==> src/rtl/imem_loader_pkg.sv <==
// Shared state encoding and widths for the instruction-memory boot loader.
package imem_loader_pkg;

    localparam int IMEM_ADDR_W = 14;
    localparam int WORD_W      = 32;

    typedef enum logic [1:0] {
        IDLE,
        COPY,
        VERIFY,
        DONE
    } loader_state_e;

endpackage

==> src/rtl/imem_verify_cmp.sv <==
// Readback comparator: aligns the presented address with the one-cycle-late
// read data and captures the first mismatching address (sticky until clear).
module imem_verify_cmp
    import imem_loader_pkg::*;
(
    input  logic                   clk,
    input  logic                   reset,
    input  logic                   clear,
    input  logic                   check_en,
    input  logic [IMEM_ADDR_W-1:0] check_addr,
    input  logic [WORD_W-1:0]      rom_data,
    input  logic [WORD_W-1:0]      imem_rdata,
    output logic                   error,
    output logic [IMEM_ADDR_W-1:0] error_addr
);

    logic                   pend_q;
    logic [IMEM_ADDR_W-1:0] addr_q;

    always_ff @(posedge clk or posedge reset) begin
        if (reset) begin
            pend_q     <= 1'b0;
            addr_q     <= '0;
            error      <= 1'b0;
            error_addr <= '0;
        end else begin
            pend_q <= check_en;
            addr_q <= check_addr;
            if (clear) begin
                error      <= 1'b0;
                error_addr <= '0;
            end else if (pend_q && !error && (rom_data != imem_rdata)) begin
                error      <= 1'b1;
                error_addr <= addr_q;
            end
        end
    end

endmodule

==> src/rtl/imem_loader.sv <==
// Boot-time copier from block-RAM boot ROM into SPRAM instruction memory.
// Define IMEM_LOADER_VERIFY_EN to add a readback pass with mismatch capture.
module imem_loader
    import imem_loader_pkg::*;
#(
    parameter int WORDS  = 4096,
    parameter int ROM_AW = 12
) (
    input  logic                   clk,
    input  logic                   reset,
    input  logic                   reload,
    output logic                   rom_rd_en,
    output logic [ROM_AW-1:0]      rom_addr,
    input  logic [WORD_W-1:0]      rom_data,
    input  logic [IMEM_ADDR_W-1:0] core_addr,
    output logic [IMEM_ADDR_W-1:0] imem_addr,
    output logic                   imem_wr_en,
    output logic [WORD_W-1:0]      imem_wdata,
    input  logic [WORD_W-1:0]      imem_rdata,
    output logic                   core_stall,
    output logic                   done,
    output logic                   error,
    output logic [IMEM_ADDR_W-1:0] error_addr
);

    localparam int CNT_W = ROM_AW + 1;
    localparam logic [CNT_W-1:0] CNT_ONE  = CNT_W'(1);
    localparam logic [CNT_W-1:0] CNT_LAST = CNT_W'(WORDS);

    loader_state_e          state;
    logic [CNT_W-1:0]       cnt;
    logic                   rd_en_q;
    logic [ROM_AW-1:0]      rom_addr_q;
    logic                   wr_en_q;
    logic [IMEM_ADDR_W-1:0] wr_addr_q;
    logic                   done_q;
    logic [IMEM_ADDR_W-1:0] loader_addr;

    // Each pass (copy or verify) ends in the first cycle with no ROM read
    // outstanding; the extra cycle lets the last read's data be consumed.
    always_ff @(posedge clk or posedge reset) begin
        if (reset) begin
            state      <= IDLE;
            cnt        <= '0;
            rd_en_q    <= 1'b0;
            rom_addr_q <= '0;
            wr_en_q    <= 1'b0;
            wr_addr_q  <= '0;
            done_q     <= 1'b0;
        end else begin
            case (state)
                IDLE: begin
                    state      <= COPY;
                    rd_en_q    <= 1'b1;
                    rom_addr_q <= '0;
                    cnt        <= CNT_ONE;
                    wr_en_q    <= 1'b0;
                end
                COPY: begin
                    wr_en_q   <= rd_en_q;
                    wr_addr_q <= IMEM_ADDR_W'(rom_addr_q);
                    if (cnt < CNT_LAST) begin
                        rd_en_q    <= 1'b1;
                        rom_addr_q <= cnt[ROM_AW-1:0];
                        cnt        <= cnt + CNT_ONE;
                    end else begin
                        rd_en_q <= 1'b0;
                    end
                    if (!rd_en_q) begin
                        wr_en_q <= 1'b0;
`ifdef IMEM_LOADER_VERIFY_EN
                        state      <= VERIFY;
                        rd_en_q    <= 1'b1;
                        rom_addr_q <= '0;
                        cnt        <= CNT_ONE;
`else
                        state  <= DONE;
                        done_q <= 1'b1;
`endif
                    end
                end
                VERIFY: begin
                    if (cnt < CNT_LAST) begin
                        rd_en_q    <= 1'b1;
                        rom_addr_q <= cnt[ROM_AW-1:0];
                        cnt        <= cnt + CNT_ONE;
                    end else begin
                        rd_en_q <= 1'b0;
                    end
                    if (!rd_en_q) begin
                        state  <= DONE;
                        done_q <= 1'b1;
                    end
                end
                DONE: begin
                    if (reload) begin
                        state      <= COPY;
                        done_q     <= 1'b0;
                        rd_en_q    <= 1'b1;
                        rom_addr_q <= '0;
                        cnt        <= CNT_ONE;
                        wr_en_q    <= 1'b0;
                    end
                end
                default: state <= IDLE;
            endcase
        end
    end

    always_comb begin
        loader_addr = wr_addr_q;
        if (state == VERIFY) begin
            loader_addr = IMEM_ADDR_W'(rom_addr_q);
        end
    end

    assign rom_rd_en  = rd_en_q;
    assign rom_addr   = rom_addr_q;
    assign imem_addr  = done_q ? core_addr : loader_addr;
    assign imem_wr_en = wr_en_q;
    assign imem_wdata = wr_en_q ? rom_data : '0;
    assign core_stall = !done_q;
    assign done       = done_q;

`ifdef IMEM_LOADER_VERIFY_EN
    logic check_en;
    logic check_clear;

    assign check_en    = rd_en_q && (state == VERIFY);
    assign check_clear = (state == DONE) && reload;

    imem_verify_cmp u_verify_cmp (
        .clk        (clk),
        .reset      (reset),
        .clear      (check_clear),
        .check_en   (check_en),
        .check_addr (IMEM_ADDR_W'(rom_addr_q)),
        .rom_data   (rom_data),
        .imem_rdata (imem_rdata),
        .error      (error),
        .error_addr (error_addr)
    );
`else
    logic unused_rdata;

    assign unused_rdata = ^imem_rdata;
    assign error        = 1'b0;
    assign error_addr   = '0;
`endif

endmodule

==> config.mk <==
export PLATFORM = sky130hd
export DESIGN_NAME = imem_loader
export DESIGN_NICKNAME = d
export VERILOG_FILES = /design/src/rtl/imem_loader_pkg.sv /design/src/rtl/imem_verify_cmp.sv /design/src/rtl/imem_loader.sv
export SDC_FILE = /design/constraint.sdc
export NUM_CORES = 1
export LEC_CHECK = 0
export CAP_MARGIN = 5
export CORE_AREA = 2 2 96 98
export CTS_CLUSTER_SIZE = 10
export DETAILED_ROUTE_END_ITERATION = 10
export DIE_AREA = 0 0 98 100
export DONT_BUFFER_PORTS = 1
export SKIP_LAST_GASP = 1
export SYNTH_ARGS = -nofsm -noshare
export SYNTH_HDL_FRONTEND = slang
export SYNTH_SLANG_ARGS = --single-unit
==> constraint.sdc <==
create_clock -name clk -period 3.8 [get_ports clk]
set_clock_uncertainty 0.15 [all_clocks]
set_input_delay 0.38 -clock clk [delete_from_list [all_inputs] [get_ports clk]]
set_output_delay 0.38 -clock clk [all_outputs]
set_load 0.005 [all_outputs]
==> impl_results.md <==
- Clock buffer depth: 2
- Tmin final: 2670 ps
- Clk sinks: 42
- Root buffer cell: clkbuf_8
- Clock slew at reported path FFs: 80 ps
- # Post-CTS Setup Buffers: 0
- Synth Area per Inst: between 9 and 10 µm²
- Hpwl dp: 4.94 mm
- Die area: approximately 10000 µm²
- Peak fanout along the critical path: 28
- Worst-Skew Late Latency: 290 ps
- Vias post-DR: 1834
- Area delta synth->final: 4.77%
- GR Util All Layers: 12.4%
- H-Tree Depth: 2
- Die width: 98 µm
- Num ports: 158
- Fmax: 0.375 GHz
- FILL cells: 916
- Pwr per Cell Area: 539 nW/µm²
- Avg WL per Cell: between 15 and 20 µm
- # diodes: 0
- Post-route setup slack: 1130 ps
- Net Sw Power: about 540 µW
- DRT antenna net count: 0
- Via density: around 5
- M1 GR Usage: a little over an eighth
- CP Capture Type: flop
- Yosys reg bits: 42
- Count of pins over their slew limit: 0
- Cts repair resizes: 0
- TritonCTS Buffers: 5
- Post-synthesis sequential area ratio: 42.6%
- Rows: 35
- Worst setup SP type: flop
- Pre-antenna DRT Iters: 4
- Number of synthesized flops with an enable pin: 0
- Placer Congestion: approximately 0.79
- Outcome: finished clean
- Clk pwr share: 20.9%
- Worst Tran Pin Value: 840 ps
- Global-route wire length before repair: roughly 9.3 mm
- # nets final: 346
- VDD IR-drop max: 0.154 mV
- Period utilisation layout: 70.2%
- Lkg Pwr: 1.11 nW
- Placeable Area: about 8900 µm²
- Endpoints failing hold: 0
- Post-route core utilization: 29.0%
- Max Cap Violations: 0
- Worst EP arrival: 2730 ps
- GR Util met2: about a quarter
- Cell-internal power: 853 µW
- # hold bufs at CTS: 1
- Ys Warns: 0
- Port-buffer cells: 0
- FFs w/ async S/R, synth: 100%
- Worst hold stages: 3
- Most common cell after layout, fill and taps aside: dfrtp_1
- Post-Syn Area: around 2500 µm²
- Top Usage Layer GRT: met2
- Synth cell types: 34
- Data required, critical path: about 3900 ps
- Gate power share: between 30 and 40%
- Sw Ratio: 38.7%
- Initial antenna violation count: 0
- DRC: 0
- Pin count of the biggest net entering global routing: 43
- Primary FF master, synth: dfrtp_1
- Die H: 100 µm
- Vias in the first global route: 1623
- HP Class: input port to flop
- Reg2reg path depth: 6
- Final Routed Wirelength: 6.34 mm
- Most frequent cells in the layout: 42 x dfrtp_1, 36 x and2_1, 30 x nand2_1
- Setup Slack @ Placement: roughly 1200 ps
- Multi-input gate area: 1270 µm²
- CP Class: flop to flop
- Part of the power in registers: 47.1%
- Max_slew headroom: between 40% and 50%
- RSZ-0062 raised after global routing: false
- Setup tns final: 0 ps
- Final setup viols: 0
- Share of layout cells above drive strength 1: 8.40%
- Initial Util: between 20% and 30%
- GR Overflow Total: 0
- Register Area: ~1100 µm²
- Grt met3 use: approximately 3.7%
- First DRT Iteration DRCs: between 90 and 100
- CTS tree: built
- Gate Count Post-Synth: 269
==> metal layers <==
layer | routed length (µm) | up-vias
li1 | - | 852
met1 | 2360 | 889
met2 | 3400 | 87
met3 | 475 | 6
met4 | 112 | 0
met5 | 0 | -
==> cell families after synthesis <==
logic type	synth area share, %
xor+xnor	2.49
buf+inv	8.02
fa+ha+maj	2.03
other cells	0.152
flops	42.6
mux	10.4
simple gates	25.6
compound gates	8.68
==> critical path, cell delays in order (launching register included) <==
cell      delay, ps
dfrtp_1         380
inv_1            70
ha_1            600
nand2b_1        390
nand2_4         240
or4_1           570
a21oi_1         180
==> flip-flops by register name, indices dropped and copies added, names as in the netlist <==
name,cells
rom_addr,12
cnt,13
rom_rd_en,1
done,1
state,2
wr_addr_q,12
imem_wr_en,1
==> synth_stat cells (2+ instances only) <==
master	number	area share, %
and2_1	36	9.1
nand2b_1	13	3.3
nor4_1	2	0.51
dfrtp_1	42	43
o31ai_1	4	1.2
inv_1	4	0.61
mux2i_1	12	4.9
xor2_1	4	1.4
nand4_1	6	1.5
xnor2_1	3	1.1
nor2_1	15	2.3
mux2_2	12	5.5
o21ai_0	26	5.3
buf_2	2	0.41
buf_4	15	4.6
clkbuf_1	12	1.8
nand2_1	30	4.6
a21oi_1	7	1.4
nand3_1	3	0.61
nor2b_1	2	0.51
or4_1	3	0.91
ha_1	4	2.0
==> stage by stage <==
| step | instance area [µm²] | hold slack, ps | instances | power, mW |
|---|---|---|---|---|
| 2_1_floorplan | 2520 | 330 | 283 | 1.01 |
| 3_3_place_gp | 2480 | 297 | 364 | 1.10 |
| 3_5_place_dp | 2480 | 297 | 364 | 1.12 |
| 4_1_cts | 2580 | 105 | 373 | 1.41 |
| 5_1_grt | 2580 | 136 | 373 | 1.49 |
| 6_report | 2580 | 107 | 373 | 1.39 |
==> power groups by stage <==
stage | Combinational, mW | Sequential [mW] | Clock, mW
global route | 0.490 | 0.676 | 0.321
floorplan | 0.412 | 0.594 | 0
CTS | 0.456 | 0.656 | 0.302
finish | 0.445 | 0.655 | 0.291
global placement | 0.440 | 0.659 | 0
detailed placement | 0.451 | 0.666 | 0
==> path summary, 6_finish.rpt <==
| kind | startpoint | slack (ps) | end |
|---|---|---|---|
| setup / recovery | state[0] | 1130 | cnt[10] |
| hold / removal | reload | 110 | done |
| setup reg to reg | state[0] | 1130 | cnt[10] |
| hold reg to reg | wr_addr_q[4] | 360 | wr_addr_q[4] |
| max in group asynchronous | reset | 2610 | cnt[2] |
| min in group asynchronous | reset | 520 | cnt[3] |
==> cell type report <==
| class | instances | area share [%] |
|---|---|---|
| clock inverters | 1 | 0.194 |
| inverters | 4 | 0.581 |
| repair buffers | 2 | 0.678 |
| well taps | 111 | 5.38 |
| multi-input cells | 206 | 49.1 |
| flip-flops and latches | 42 | 40.7 |
| clock buffers | 7 | 3.34 |
Note: power is estimated with default switching activity, not from simulation.
